## src/rtl/p_line_adapter_pkg.sv

```systemverilog
// Shared types and default widths for the cache line / memory burst adapter.
package p_line_adapter_pkg;

  typedef enum logic [1:0] {
    IDLE = 2'd0,
    RD   = 2'd1,
    WR   = 2'd2,
    DONE = 2'd3
  } state_t;

  localparam int LINE_W_DEF  = 256;
  localparam int BURST_W_DEF = 64;
  localparam int ADDR_W_DEF  = 32;

endpackage

```

## src/rtl/p_burst_line_adapter.sv

```systemverilog
// Serialises a cache line into BEATS memory bursts on write-back and
// reassembles BEATS bursts into a full line on fill.
module p_burst_line_adapter
  import p_line_adapter_pkg::*;
#(
  parameter int LINE_W  = LINE_W_DEF,
  parameter int BURST_W = BURST_W_DEF,
  parameter int ADDR_W  = ADDR_W_DEF
) (
  input  logic               clk,
  input  logic               rst,
  input  logic               read_i,
  input  logic               write_i,
  input  logic [ADDR_W-1:0]  address_i,
  input  logic [LINE_W-1:0]  line_i,
  output logic [LINE_W-1:0]  line_o,
  output logic               resp_o,
  output logic               read_o,
  output logic               write_o,
  output logic [ADDR_W-1:0]  address_o,
  input  logic [BURST_W-1:0] burst_i,
  output logic [BURST_W-1:0] burst_o,
  input  logic               resp_i
);

  localparam int BEATS = LINE_W / BURST_W;
  localparam int OFS_W = $clog2(LINE_W / 8);
  localparam int CNT_W = $clog2(BEATS);
  localparam logic [CNT_W-1:0]  LAST_BEAT  = CNT_W'(BEATS - 1);
  localparam logic [ADDR_W-1:0] ALIGN_MASK = {ADDR_W{1'b1}} << OFS_W;

  if ((LINE_W % BURST_W) != 0 || BEATS < 2) begin : g_param_err
    $error("p_burst_line_adapter: LINE_W must be a multiple of BURST_W with at least 2 beats");
  end

  state_t             state_reg;
  state_t             state_next;
  logic [CNT_W-1:0]   cnt_reg;
  logic [LINE_W-1:0]  line_reg;
  logic [ADDR_W-1:0]  addr_reg;
  logic [BURST_W-1:0] beat_slice [BEATS];

  always_ff @(posedge clk or posedge rst) begin
    if (rst) begin
      state_reg <= IDLE;
    end else begin
      state_reg <= state_next;
    end
  end

  // Read has priority over write when both are requested together.
  always_comb begin
    state_next = state_reg;
    case (state_reg)
      IDLE: begin
        if (read_i) begin
          state_next = RD;
        end else if (write_i) begin
          state_next = WR;
        end
      end
      RD, WR: begin
        if (resp_i && cnt_reg == LAST_BEAT) begin
          state_next = DONE;
        end
      end
      DONE:    state_next = IDLE;
      default: state_next = IDLE;
    endcase
  end

  always_comb begin
    read_o  = 1'b0;
    write_o = 1'b0;
    resp_o  = 1'b0;
    case (state_reg)
      RD:      read_o  = 1'b1;
      WR:      write_o = 1'b1;
      DONE:    resp_o  = 1'b1;
      default: ;
    endcase
  end

  // The line buffer serves both directions: fill target and write-back source.
  always_ff @(posedge clk or posedge rst) begin
    if (rst) begin
      cnt_reg  <= '0;
      line_reg <= '0;
      addr_reg <= '0;
    end else begin
      case (state_reg)
        IDLE: begin
          if (read_i || write_i) begin
            addr_reg <= address_i & ALIGN_MASK;
            cnt_reg  <= '0;
            if (!read_i) begin
              line_reg <= line_i;
            end
          end
        end
        RD: begin
          if (resp_i) begin
            line_reg[cnt_reg*BURST_W +: BURST_W] <= burst_i;
            cnt_reg <= cnt_reg + CNT_W'(1);
          end
        end
        WR: begin
          if (resp_i) begin
            cnt_reg <= cnt_reg + CNT_W'(1);
          end
        end
        default: ;
      endcase
    end
  end

  for (genvar gi = 0; gi < BEATS; gi++) begin : g_slice
    assign beat_slice[gi] = line_reg[gi*BURST_W +: BURST_W];
  end

  assign burst_o   = beat_slice[cnt_reg];
  assign line_o    = line_reg;
  assign address_o = addr_reg;

endmodule

```

## config.mk

```make
export PLATFORM = sky130hd
export DESIGN_NAME = p_burst_line_adapter
export DESIGN_NICKNAME = d
export VERILOG_FILES = /design/src/rtl/p_line_adapter_pkg.sv /design/src/rtl/p_burst_line_adapter.sv
export SDC_FILE = /design/constraint.sdc
export NUM_CORES = 1
export LEC_CHECK = 0
export CAP_MARGIN = 20
export CORE_AREA = 4 4 272 274
export DETAILED_ROUTE_END_ITERATION = 10
export DIE_AREA = 0 0 276 278
export SLEW_MARGIN = 15
export SYNTH_ARGS = -nofsm -noshare
export SYNTH_HDL_FRONTEND = slang
export SYNTH_SLANG_ARGS = --single-unit
```

## constraint.sdc

```tcl
create_clock -name clk -period 35 [get_ports clk]
set_input_delay 10.5 -clock clk [delete_from_list [all_inputs] [get_ports clk]]
set_output_delay 10.5 -clock clk [all_outputs]
set_load 0.01 [all_outputs]
```

==> metrics.txt <==
average routed wire per standard cell=around 26 microns; cells traversed along the worst timing path=buf_4 > mux4_2 > clkdlybuf4s50_1; Min-Delay Path Class=flop to flop; global routing's busiest layer=met2; clock network latency to the later pin of the worst-skew pair=around 0.55 ns; source of the critical timing path=cnt_reg[1]$_DFFE_PP0P_; Fin. Hold Viols=0; number of synthesized register bits=287; RD Place Congestion=roughly 0.85; final net count=2328; number of remaining DRC errors=0; time the worst path needs with I/O delays and setup=between 10 and 15 ns; post-route insts no fill=a little under 3000; transition time at the pin with the least slew margin=between 1 and 1.5 ns; worst flop-to-flop path endpoint=line_o[127]$_DFFE_PP0P_; number of clock buffers inserted by TritonCTS=38; depth of the critical timing path with buffers and inverters included=3; met3 capacity usage during global routing=4.03%; area growth from synthesis to layout=55.1%; aggregate global routing overflow=0; Sum Neg Setup Slack=0 ns; Yosys Warn Count=0; number of sinks handled by clock tree synthesis=287; total cell area at the placement stage=24100 sq um; endpoint of the most critical setup path=burst_o[6]; syn avg cell area=between 10 and 15 sq um; cells on worst reg2reg path=7; first-pass iteration count of the detailed router=6; run status=completed; startpoint of the worst-slack reg-to-reg timing path=cnt_reg[0]$_DFFE_PP0P_; CTS tree=done; instance count of the mapped netlist=roughly 1300; Post-CTS Repair Setup Buffers=0; die area=76700 sq um; largest stage delay on the critical path=a little over 0.9 ns; Peak Freq=between 70 and 80 MHz; Setup crit start kind=flop; startpoint-to-endpoint class of the critical path=flop to primary output; fraction of the yosys area taken by sequential cells=a little over two fifths; total number of H-tree levels=2; cell with the largest stage delay on the worst path=sky130_fd_sc_hd__dfrtp_4; clock slew at reported path FFs=0.05 ns; CTS Buffer Depth=3; drt total wl=75500 microns; worst slack at placement=approximately 22 ns; Synth Cell Area=about 16000 sq um; share of cells above drive strength 1=about a fifth; number of placement rows=a little under 100; Slew Viols, Final=0; final standard cell area without fillers=25400 sq um; GRT met2 Usage=about a third; Arrival @ worst endpoint=3.40 ns; final worst-path cycle share=between 30% and 40%; final critical-path setup slack=between 20 and 25 ns; category of the worst setup path capture point=primary output; global-route wire length before repair=roughly 110000 microns; r2r setup slk=between 30 and 40 ns; Finish-stage setup viols=0; number of max-cap violations=0; worst setup skew after layout=roughly 0.016 ns; initial core utilization=23.0%; Via Count=15100; buffer cell driving the clock tree root=sky130_fd_sc_hd__clkbuf_16; number of nets still failing antenna checks after routing=0; post-cts sizing count=0; critical path's top delay family=buffers and inverters; number of buffers inserted by port buffering=approximately 700; total global-route track usage=between 10% and 20%; power per cell area=101 nW/um^2; maximum number of pins on one net before global-route repair=around 140; cell count after placement=between 2000 and 3000; I/O pin total=just over 700; cts-stage hold buffer count=0; Max-Slew Margin vs Limit=~23%; highest ir drop seen on vdd=0.0000605 V; die boundary width=roughly 280 microns; Buffers & Inverters on Critical Path=2; CORE AREA=roughly 70000 sq um; die height=~280 microns; HPWL after DPL=51800 microns; via-per-instance ratio=about 5.1; power consumption=about 0.0026 W; RSZ-0062 raised after global routing=no; flip-flop count of the largest register, all copies and words added=between 200 and 300; vias in the first global route=~16000; distinct cell type count of the synthesized netlist=30; leakage power of the design=around 10 nW; critical path peak fanout=37; initial antenna violation count=10; Global Route met1 Usage=between 20% and 30%; required arrival time at the worst endpoint=around 25 ns; initial drt markers=about 950
[kinds of logic after synthesis]
group	Yosys count	share of synthesized area, %
mux	349	28.4
buf+inv	281	7.90
fa+ha+maj	10	0.763
compound gates	267	15.5
simple gates	145	3.61
flops	287	43.8
other cells	1	0.0229
[per-layer routing]
layer,up-vias,routed length [microns]
li1,6344,-
met1,7863,29600
met2,757,37900
met3,148,5360
met4,2,2700
met5,-,7
[power by group]
part           internal, W  total (W)  leakage, nW  switching (W)
Sequential        0.000502   0.000673         3.51       0.000171
Combinational     0.000798    0.00149         5.96       0.000694
Clock             0.000243   0.000403        0.639       0.000160
[cell usage after synthesis]
cell type | n | area [sq um]
sky130_fd_sc_hd__dfrtp_1 | 287 | 7180
sky130_fd_sc_hd__mux2_2 | 254 | 2860
sky130_fd_sc_hd__inv_1 | 136 | 510
sky130_fd_sc_hd__nand2_1 | 134 | 503
sky130_fd_sc_hd__a32o_1 | 128 | 1280
sky130_fd_sc_hd__o32ai_1 | 128 | 1120
sky130_fd_sc_hd__clkbuf_1 | 75 | 282
sky130_fd_sc_hd__mux4_2 | 64 | 1440
sky130_fd_sc_hd__buf_2 | 30 | 150
sky130_fd_sc_hd__mux2_1 | 29 | 327
sky130_fd_sc_hd__buf_6 | 24 | 270
sky130_fd_sc_hd__buf_1 | 10 | 37.5
sky130_fd_sc_hd__ha_1 | 10 | 125
sky130_fd_sc_hd__buf_4 | 6 | 45.0
sky130_fd_sc_hd__a22oi_4 | 4 | 85.1
sky130_fd_sc_hd__nand2b_1 | 3 | 18.8
sky130_fd_sc_hd__a221oi_1 | 2 | 17.5
sky130_fd_sc_hd__mux2i_1 | 2 | 20.0
sky130_fd_sc_hd__nor2_1 | 2 | 7.51
sky130_fd_sc_hd__o22ai_1 | 2 | 12.5
sky130_fd_sc_hd__a21boi_0 | 1 | 7.51
sky130_fd_sc_hd__a221o_1 | 1 | 10.0
sky130_fd_sc_hd__and2_1 | 1 | 6.26
sky130_fd_sc_hd__and3b_1 | 1 | 8.76
sky130_fd_sc_hd__conb_1 | 1 | 3.75
sky130_fd_sc_hd__nand2b_4 | 1 | 13.8
sky130_fd_sc_hd__nand3b_4 | 1 | 20.0
sky130_fd_sc_hd__nor2b_1 | 1 | 6.26
sky130_fd_sc_hd__nor3b_1 | 1 | 7.51
sky130_fd_sc_hd__o21ai_2 | 1 | 8.76
[per-stage QoR]
stage	utilization, %	hold WS, ns
final	35.6	0.504
after floorplan	-	0.539
after global routing	35.6	0.522
after CTS	35.5	0.505
after global placement	33.7	0.489
after detailed placement	33.7	0.492
[layout make-up]
| class | count | area (sq um) |
|---|---|---|
| fillers | 7051 | 46000 |
| multi-input cells | 776 | 8000 |
| repair buffers | 722 | 7210 |
| flip-flops and latches | 287 | 7190 |
| well taps | 950 | 1190 |
| clock buffers | 57 | 1150 |
| inverters | 136 | 520 |
| clock inverters | 11 | 134 |
| diodes | 8 | 20.0 |
[layout by cell type (no fill, tap or decap), drive strengths merged]
master / n
clkdlybuf4s50: 701
dfrtp: 287
mux2: 283
inv: 140
nand2: 134
o32ai: 128
a32o: 128
mux4: 64
clkbuf: 57
buf: 21
ha: 10
diode: 8
conb: 5
clkinv: 5
nand2b: 4
a22oi: 4
nor2: 2
a221oi: 2
mux2i: 2
o22ai: 2
bufinv: 2
nand3b: 1
and3b: 1
and2: 1
nor2b: 1
o21ai: 1
a21boi: 1
nor3b: 1
a221o: 1
[how the worst min path moves through the flow]
stage | cells past startpoint | endpoint | start
CTS | 1 | address_o[18]$_DFFE_PP0P_ | address_o[18]$_DFFE_PP0P_
finish | 1 | address_o[20]$_DFFE_PP0P_ | address_o[20]$_DFFE_PP0P_
floorplan | 1 | state_reg[0]$_DFFE_PP0P_ | state_reg[0]$_DFFE_PP0P_
detailed placement | 1 | address_o[18]$_DFFE_PP0P_ | address_o[18]$_DFFE_PP0P_
global placement | 1 | address_o[18]$_DFFE_PP0P_ | address_o[18]$_DFFE_PP0P_
global route | 1 | address_o[18]$_DFFE_PP0P_ | address_o[18]$_DFFE_PP0P_
Power figures use the tool's default switching activity.
